===== config.mk =====
export PLATFORM = sky130hd
export DESIGN_NAME = uart_rx
export DESIGN_NICKNAME = d
export VERILOG_FILES = /design/src/rtl/uart_pkg.sv /design/src/rtl/uart_sync.sv /design/src/rtl/uart_rx.sv
export SDC_FILE = /design/constraint.sdc
export NUM_CORES = 1
export LEC_CHECK = 0
export BUFFER_PORTS_ARGS = -buffer_cell sky130_fd_sc_hd__buf_2
export CAP_MARGIN = 20
export CORE_MARGIN = 5
export CORE_UTILIZATION = 50
export DETAILED_ROUTE_END_ITERATION = 8
export GPL_ROUTABILITY_DRIVEN = 0
export PLACE_DENSITY = 0.71
export SETUP_SLACK_MARGIN = 0.1
export SLEW_MARGIN = 20
export SYNTH_ARGS = -nofsm -noshare
export SYNTH_HDL_FRONTEND = slang
export SYNTH_SLANG_ARGS = --single-unit

===== constraint.sdc =====
create_clock -name clk_50mhz -period 2.86 [get_ports clk_50mhz]
set_input_delay 0.429 -clock clk_50mhz [delete_from_list [all_inputs] [get_ports clk_50mhz]]
set_output_delay 0.429 -clock clk_50mhz [all_outputs]
set_load 0.05 [all_outputs]

===== src/rtl/uart_pkg.sv =====
// Shared UART definitions used by the receive and transmit halves.
package uart_pkg;

  localparam int unsigned UART_DATA_BITS  = 8;
  localparam int unsigned UART_OVERSAMPLE = 16;

  typedef enum logic [1:0] {
    IDLE,
    START,
    DATA,
    STOP
  } uart_rx_state_t;

endpackage


===== src/rtl/uart_sync.sv =====
// Multi-flop synchronizer for an asynchronous level; resets to 1 (idle-high lines).
module uart_sync #(
  parameter int unsigned SYNC_STAGES = 2
) (
  input  logic clk_50mhz,
  input  logic rst_n,
  input  logic async_in,
  output logic sync_out
);

  logic [SYNC_STAGES-1:0] sync_q;

  always_ff @(posedge clk_50mhz or negedge rst_n) begin
    if (!rst_n) begin
      sync_q <= '1;
    end else begin
      sync_q <= {sync_q[SYNC_STAGES-2:0], async_in};
    end
  end

  assign sync_out = sync_q[SYNC_STAGES-1];

endmodule


===== src/rtl/uart_rx.sv =====
// 8-N-1 UART receiver: oversampled mid-bit sampling, valid/ready byte output,
// framing and overrun error pulses.
module uart_rx
  import uart_pkg::*;
#(
  parameter int unsigned DATA_BITS   = UART_DATA_BITS,
  parameter int unsigned OVERSAMPLE  = UART_OVERSAMPLE,
  parameter int unsigned SYNC_STAGES = 2
) (
  input  logic                 clk_50mhz,
  input  logic                 rst_n,
  input  logic                 rx_sample_tick,
  input  logic                 rxd,
  output logic [DATA_BITS-1:0] rx_data,
  output logic                 rx_valid,
  input  logic                 rx_ready,
  output logic                 frame_err,
  output logic                 overrun_err,
  output logic                 rx_busy
);

  localparam int unsigned CntW = $clog2(OVERSAMPLE);
  localparam int unsigned BitW = $clog2(DATA_BITS + 1);

  localparam logic [CntW-1:0] CntLast = CntW'(OVERSAMPLE - 1);
  localparam logic [CntW-1:0] CntHalf = CntW'(OVERSAMPLE / 2 - 1);
  localparam logic [BitW-1:0] BitLast = BitW'(DATA_BITS - 1);

  logic                 rxd_s;
  uart_rx_state_t       state_q;
  logic                 armed_q;
  logic [CntW-1:0]      cnt_q;
  logic [BitW-1:0]      bit_idx_q;
  logic [DATA_BITS-1:0] shift_q;

  uart_sync #(
    .SYNC_STAGES(SYNC_STAGES)
  ) u_rxd_sync (
    .clk_50mhz(clk_50mhz),
    .rst_n    (rst_n),
    .async_in (rxd),
    .sync_out (rxd_s)
  );

  always_ff @(posedge clk_50mhz or negedge rst_n) begin
    if (!rst_n) begin
      state_q     <= IDLE;
      armed_q     <= 1'b0;
      cnt_q       <= '0;
      bit_idx_q   <= '0;
      shift_q     <= '0;
      rx_data     <= '0;
      rx_valid    <= 1'b0;
      frame_err   <= 1'b0;
      overrun_err <= 1'b0;
      rx_busy     <= 1'b0;
    end else begin
      frame_err   <= 1'b0;
      overrun_err <= 1'b0;
      if (rx_valid && rx_ready) begin
        rx_valid <= 1'b0;
      end
      if (rx_sample_tick) begin
        unique case (state_q)
          IDLE: begin
            // A falling edge only counts once the line has been seen high.
            if (!armed_q) begin
              armed_q <= rxd_s;
            end else if (!rxd_s) begin
              cnt_q   <= '0;
              state_q <= START;
              rx_busy <= 1'b1;
            end
          end
          START: begin
            if (cnt_q == CntHalf) begin
              cnt_q     <= '0;
              bit_idx_q <= '0;
              if (rxd_s) begin
                state_q <= IDLE;
                rx_busy <= 1'b0;
              end else begin
                state_q <= DATA;
              end
            end else begin
              cnt_q <= cnt_q + 1'b1;
            end
          end
          DATA: begin
            cnt_q <= (cnt_q == CntLast) ? '0 : cnt_q + 1'b1;
            if (cnt_q == CntLast) begin
              shift_q <= {rxd_s, shift_q[DATA_BITS-1:1]};
              if (bit_idx_q == BitLast) begin
                bit_idx_q <= '0;
                state_q   <= STOP;
              end else begin
                bit_idx_q <= bit_idx_q + 1'b1;
              end
            end
          end
          STOP: begin
            cnt_q <= (cnt_q == CntLast) ? '0 : cnt_q + 1'b1;
            if (cnt_q == CntLast) begin
              state_q <= IDLE;
              rx_busy <= 1'b0;
              // A low stop bit leaves us unarmed so a held break reports once.
              armed_q <= rxd_s;
              if (!rxd_s) begin
                frame_err <= 1'b1;
              end else if (!rx_valid || rx_ready) begin
                rx_data  <= shift_q;
                rx_valid <= 1'b1;
              end else begin
                overrun_err <= 1'b1;
              end
            end
          end
          default: begin
            state_q <= IDLE;
            rx_busy <= 1'b0;
          end
        endcase
      end
    end
  end

endmodule


After elaboration in Yosys (flattened, before gate mapping). Cells that the tools add are included.

Flip-flop bits (word level): 33. Bits of input ports: 5. Output and inout port bits: 12. Word-level logic and storage cells: 82.

Add/sub/neg operators: 2. Equality and inequality tests: 13. Multiplexer cells: 41. Reductions and logical operators: 15.

Operator list (count): $mux W4 (7); $mux W1 (22); $mux W2 (7); $reduce_and A7 Y1 (2); $ne A2 B2 Y1 const B (6); $pmux W4 S3 (1); $reduce_and A3 Y1 (3); $add A4 B1 Y4 const B (2); $eq A4 B3 Y1 const B (2); $pmux W2 S4 (1); $pmux W4 S2 (1); $reduce_and A5 Y1 (1); $eq A2 B2 Y1 const B (2); $eq A4 B4 Y1 const B (1); $reduce_and A4 Y1 (1); $reduce_bool A2 Y1 (2); $pmux W1 S3 (1); $reduce_bool A3 Y1 (1); $eq A2 B1 Y1 const B (1); $logic_not A2 Y1 (1); $ne A2 B1 Y1 const B (1); $pmux W1 S2 (1); $reduce_or A2 Y1 (1); $logic_and A1 B1 Y1 (1); other kinds (2) (2).

Depth between registers and ports, before layout.
Depth after elaboration: 7. Gate-level depth with buffers: 7. Depth with buffers taken out: 5.

Hierarchy. Synthesis repeated with hierarchy kept, for this count alone.

Cells, all modules: 121. Area total of the unflattened synthesis: 1491.4 um^2.

Modules (own cells, without submodules): uart_rx (times used 1, cells each 119, area each 1438.9 um^2, sequential area each 775.7 um^2); uart_sync (times used 1, cells each 2, area each 52.6 um^2, sequential area each 52.6 um^2).

Worst setup path after synthesis. Ideal clock, no wire load.

Path kind: register -> register. Start point: reg cnt_q[0]. End point: reg rx_data[0]. Library setup time: 0.125 ns. Data arrival time: 1.505 ns. Required time: 2.735 ns. Setup slack: 1.230 ns. Cell stages (with the launch flop): 8. Path buffers: 2. Period minus slack after synthesis: 1.630 ns. Cell sequence: dfrtp_1 > ha_1 > and3_4 > buf_6 > nand3_4 > nor2b_4 > buf_8 > mux2_4.

Longest elaborated chain between the ends: 2.

RTL lines: from (decl) (line uart_rx.sv:32) `logic [CntW-1:0] cnt_q;`; from (signal assigned) (line uart_rx.sv:86) `cnt_q <= cnt_q + 1'b1;`; from (signal assigned) (line uart_rx.sv:90) `cnt_q <= (cnt_q == CntLast) ? '0 : cnt_q + 1'b1;`; from (signal assigned) (line uart_rx.sv:102) `cnt_q <= (cnt_q == CntLast) ? '0 : cnt_q + 1'b1;`; $eq A4 B4 Y1 (line uart_rx.sv:103) `if (cnt_q == CntLast) begin`; $reduce_and A5 Y1 (no line); to (signal assigned) (line uart_rx.sv:111) `rx_data <= shift_q;`; to (decl) (line uart_rx.sv:14) `output logic [DATA_BITS-1:0] rx_data,`.

No other way between the ends. A chain may end at the register's enable or synchronous reset.

==> run_results.csv <==
group,metric,value,unit
run_status,outcome,"finished clean",
grt,grt_pass1_wl,4.39,mm
cells_and_area,nets,147,
synthesis,synth_seq_cells,33,
floorplanning,core_area,3000,µm²
worst_setup_path,worstPathRequired,3080,ps
synthesis,synth_cell_types,45,
cells_and_area,nFillCells,261,
clock_network,cts_hold_buf,0,
synthesis,synthArstFlopShare,100,%
cells_and_area,area_delta_synth_final,8.12,%
cells_and_area,multi_input_area,653,µm²
cells_and_area,register_area,828,µm²
grt,grt_pass1_vias,966,
synthesis,ys_top_cells_by_area,"dfrtp_1, mux2_4, mux2_2, dfstp_2, nand2_1",
sta,period_share,62.4,%
sta,setup_violations,0,
grt,grt.overflow.total,0,
clock_network,htree_levels,2,
synthesis,syn_inst,123,
clock_network,ctsResizeCount,0,
clock_network,postCtsSetupBuffers,0,
sta,fin_crit,1790,ps
floorplanning,die_w,65.5,µm
worst_setup_path,cp.depth,4,
worst_setup_path,crit_fanout,14,
synthesis,synth_edf_count,0,
worst_setup_path,path_buf_inv,0,
floorplanning,ioPinCount,17,
synthesis,syn_area_per_cell,12.5,µm²
floorplanning,core.rowCount,20,
clock_network,cts_buffer_depth,2,
synthesis,yosysTopAreaCellShare,50.4,%
route,postRouteAntennaNets,0,
synthesis,ys_seq_area_share,53.8,%
worst_setup_path,cp_slowest_cell,"dfrtp_1",
worst_setup_path,r2r_setup_slack,1070,ps
clock_network,clkTransAtPathRegs,100,ps
pwr,p_per_area,615,nW/µm²
cells_and_area,drive_above_1_share,33.3,%
placement,hpwl,1.80,mm
synthesis,ys.flop_type,"dfrtp_1",
synthesis,synth_nets,130,
route,wl,2.53,mm
pwr,peakVddDrop,0.000487,V
grt,grt_max_degree,34,
route,drt_iter0_drc,33,
route,drc,0,
route,firstDrtPassIters,4,
sta,slew_headroom,53.5,%
floorplanning,start_util,51.3,%
synthesis,synth_area,1540,µm²
grt,antenna_found_initial,0,
clock_network,numCtsBuffers,5,
clock_network,cts_tree,"done",
clock_network,insertion_delay,330,ps
worst_setup_path,worstPathCellList,"and3_1, nand3_4, nor2b_4, mux2_4",
synthesis,synth.most_common_cell,"dfrtp_1",
pwr,leakagePower,0.826,nW
pwr,total_power,1.02,mW
sta,hold_viol_final,0,
sta,fin_skew,10.3,ps
route,vias,981,
worst_setup_path,r2r_cells,4,
sta,worstMarginPinSlew,697,ps
worst_setup_path,critPathLaunchType,"flop",
floorplanning,die-area,4290,µm²
route,viasPerCell,5.64,
synthesis,synthTopCellsByCount,"dfrtp_1, nand2_1, mux2_2, mux2_4, nor2_1",
synthesis,synth_warnings,0,
worst_setup_path,reg2reg_to,"rx_data[1]",
sta,tns,0,ps
worst_setup_path,crit_path_end_kind,"flop",
worst_setup_path,crit_family,"simple AND/OR/NAND/NOR gates",
cells_and_area,antennaDiodeCount,0,
worst_setup_path,endpoint,"rx_data[1]",
worst_setup_path,critical_path_arrival,2010,ps
route,routedWlPerCell,14.6,µm
job,drv_cap,0,
synthesis,synth_area_leader_cell,"dfrtp_1",
worst_setup_path,crit_type,"flop to flop",
floorplanning,die_h,65.5,µm
placement,port_buffers,16,
clock_network,root_buffer,"clkbuf_4",
sta,drv_slew,0,
clock_network,clock-sinks,33,
sta,clock.fmax,560,MHz
sta,rsz0062_at_grt,"no",
worst_hold_path,min_path_type,"input pin to async pin",
worst_setup_path,max_stage_delay,630,ps
grt,grt_use_total,13.9,%
[state kept, by name (all words and copies together) (netlist names), named ones only]
name and count:
rx_valid 1, state_q 1, rx_busy 1, frame_err 1, shift_q 8, overrun_err 1
cnt_q 4, u_rxd_sync.sync_q 2, bit_idx_q 4, rx_data 8, armed_q 1
[final cells by class]
type,instances,share of cell area [%]
sequential,33,49.7
multi-input combinational,83,39.2
timing repair buffer,16,4.81
clock buffer,8,3.53
tap,33,2.48
inverter,1,0.225
[worst reg2reg max path, delay by kind of cell, from the launching register on]
| family | cells | cell delay, ps |
|---|---|---|
| mux | 1 | 330 |
| flops | 1 | 630 |
| simple gates | 3 | 720 |
[report_power, final]
part           internal (mW)  leakage, nW  switching [mW]
combinational         0.0747        0.353           0.113
clock                  0.121       0.0326           0.143
sequential             0.505        0.441          0.0666
[worst min-delay path by stage]
stage	slack (ps)	end	startpoint	depth (start not counted)
floorplan	130	async pin	rst_n	0
global placement	350	u_rxd_sync.sync_q[1]	u_rxd_sync.sync_q[0]	0
detailed placement	350	u_rxd_sync.sync_q[1]	u_rxd_sync.sync_q[0]	0
CTS	150	rx_data[3]	rst_n	1
global route	170	u_rxd_sync.sync_q[0]	rxd	1
finish	140	rx_data[2]	rst_n	1
[per-stage QoR]
stage / setup WS, ps / cell area [µm²] / utilization, % / instances / hold slack (ps)
6_report: 1070 / 1670 / 55.5 / 174 / 135
5_1_grt: 982 / 1670 / 55.5 / 174 / 172
4_1_cts: 1060 / 1670 / 55.5 / 174 / 150
3_5_place_dp: 1050 / 1610 / 53.5 / 166 / 351
3_3_place_gp: 1100 / 1610 / 53.5 / 166 / 346
2_1_floorplan: 1230 / 1540 / - / 123 / 133
[routing by layer]
layer  routed length (µm)  track usage, %
met2                 1240            22.6
met1                 1110            15.6
met4                   55            7.25
met5                    0               0
met3                  120            5.81
[cell usage in the layout, fill, tap and decap left out, types with 2 or more instances in the layout]
cell type,instances
o21ai_0,3
buf_2,16
ha_1,2
a21oi_1,2
and3_1,2
o21ai_1,4
nor2_1,7
dfrtp_1,31
clkbuf_1,2
nor3_1,2
dfstp_2,2
clkbuf_4,5
nand3_1,3
nor2b_1,2
mux2_4,8
mux2_2,8
o211ai_1,2
nand2_1,10
nand3b_1,2
a31oi_1,3
[cells by family (layout without fill, tap and decap cells)]
logic type	Yosys count	after routing	share of synthesized area, %
muxes	17	17	14.3
buffers and inverters	7	25	3.82
adders and majority gates	2	2	1.62
AOI/OAI and AO/OA	21	21	8.94
DFF	33	33	53.8
and+or+nand+nor	43	43	17.5
(Power assumes the default switching activity.)
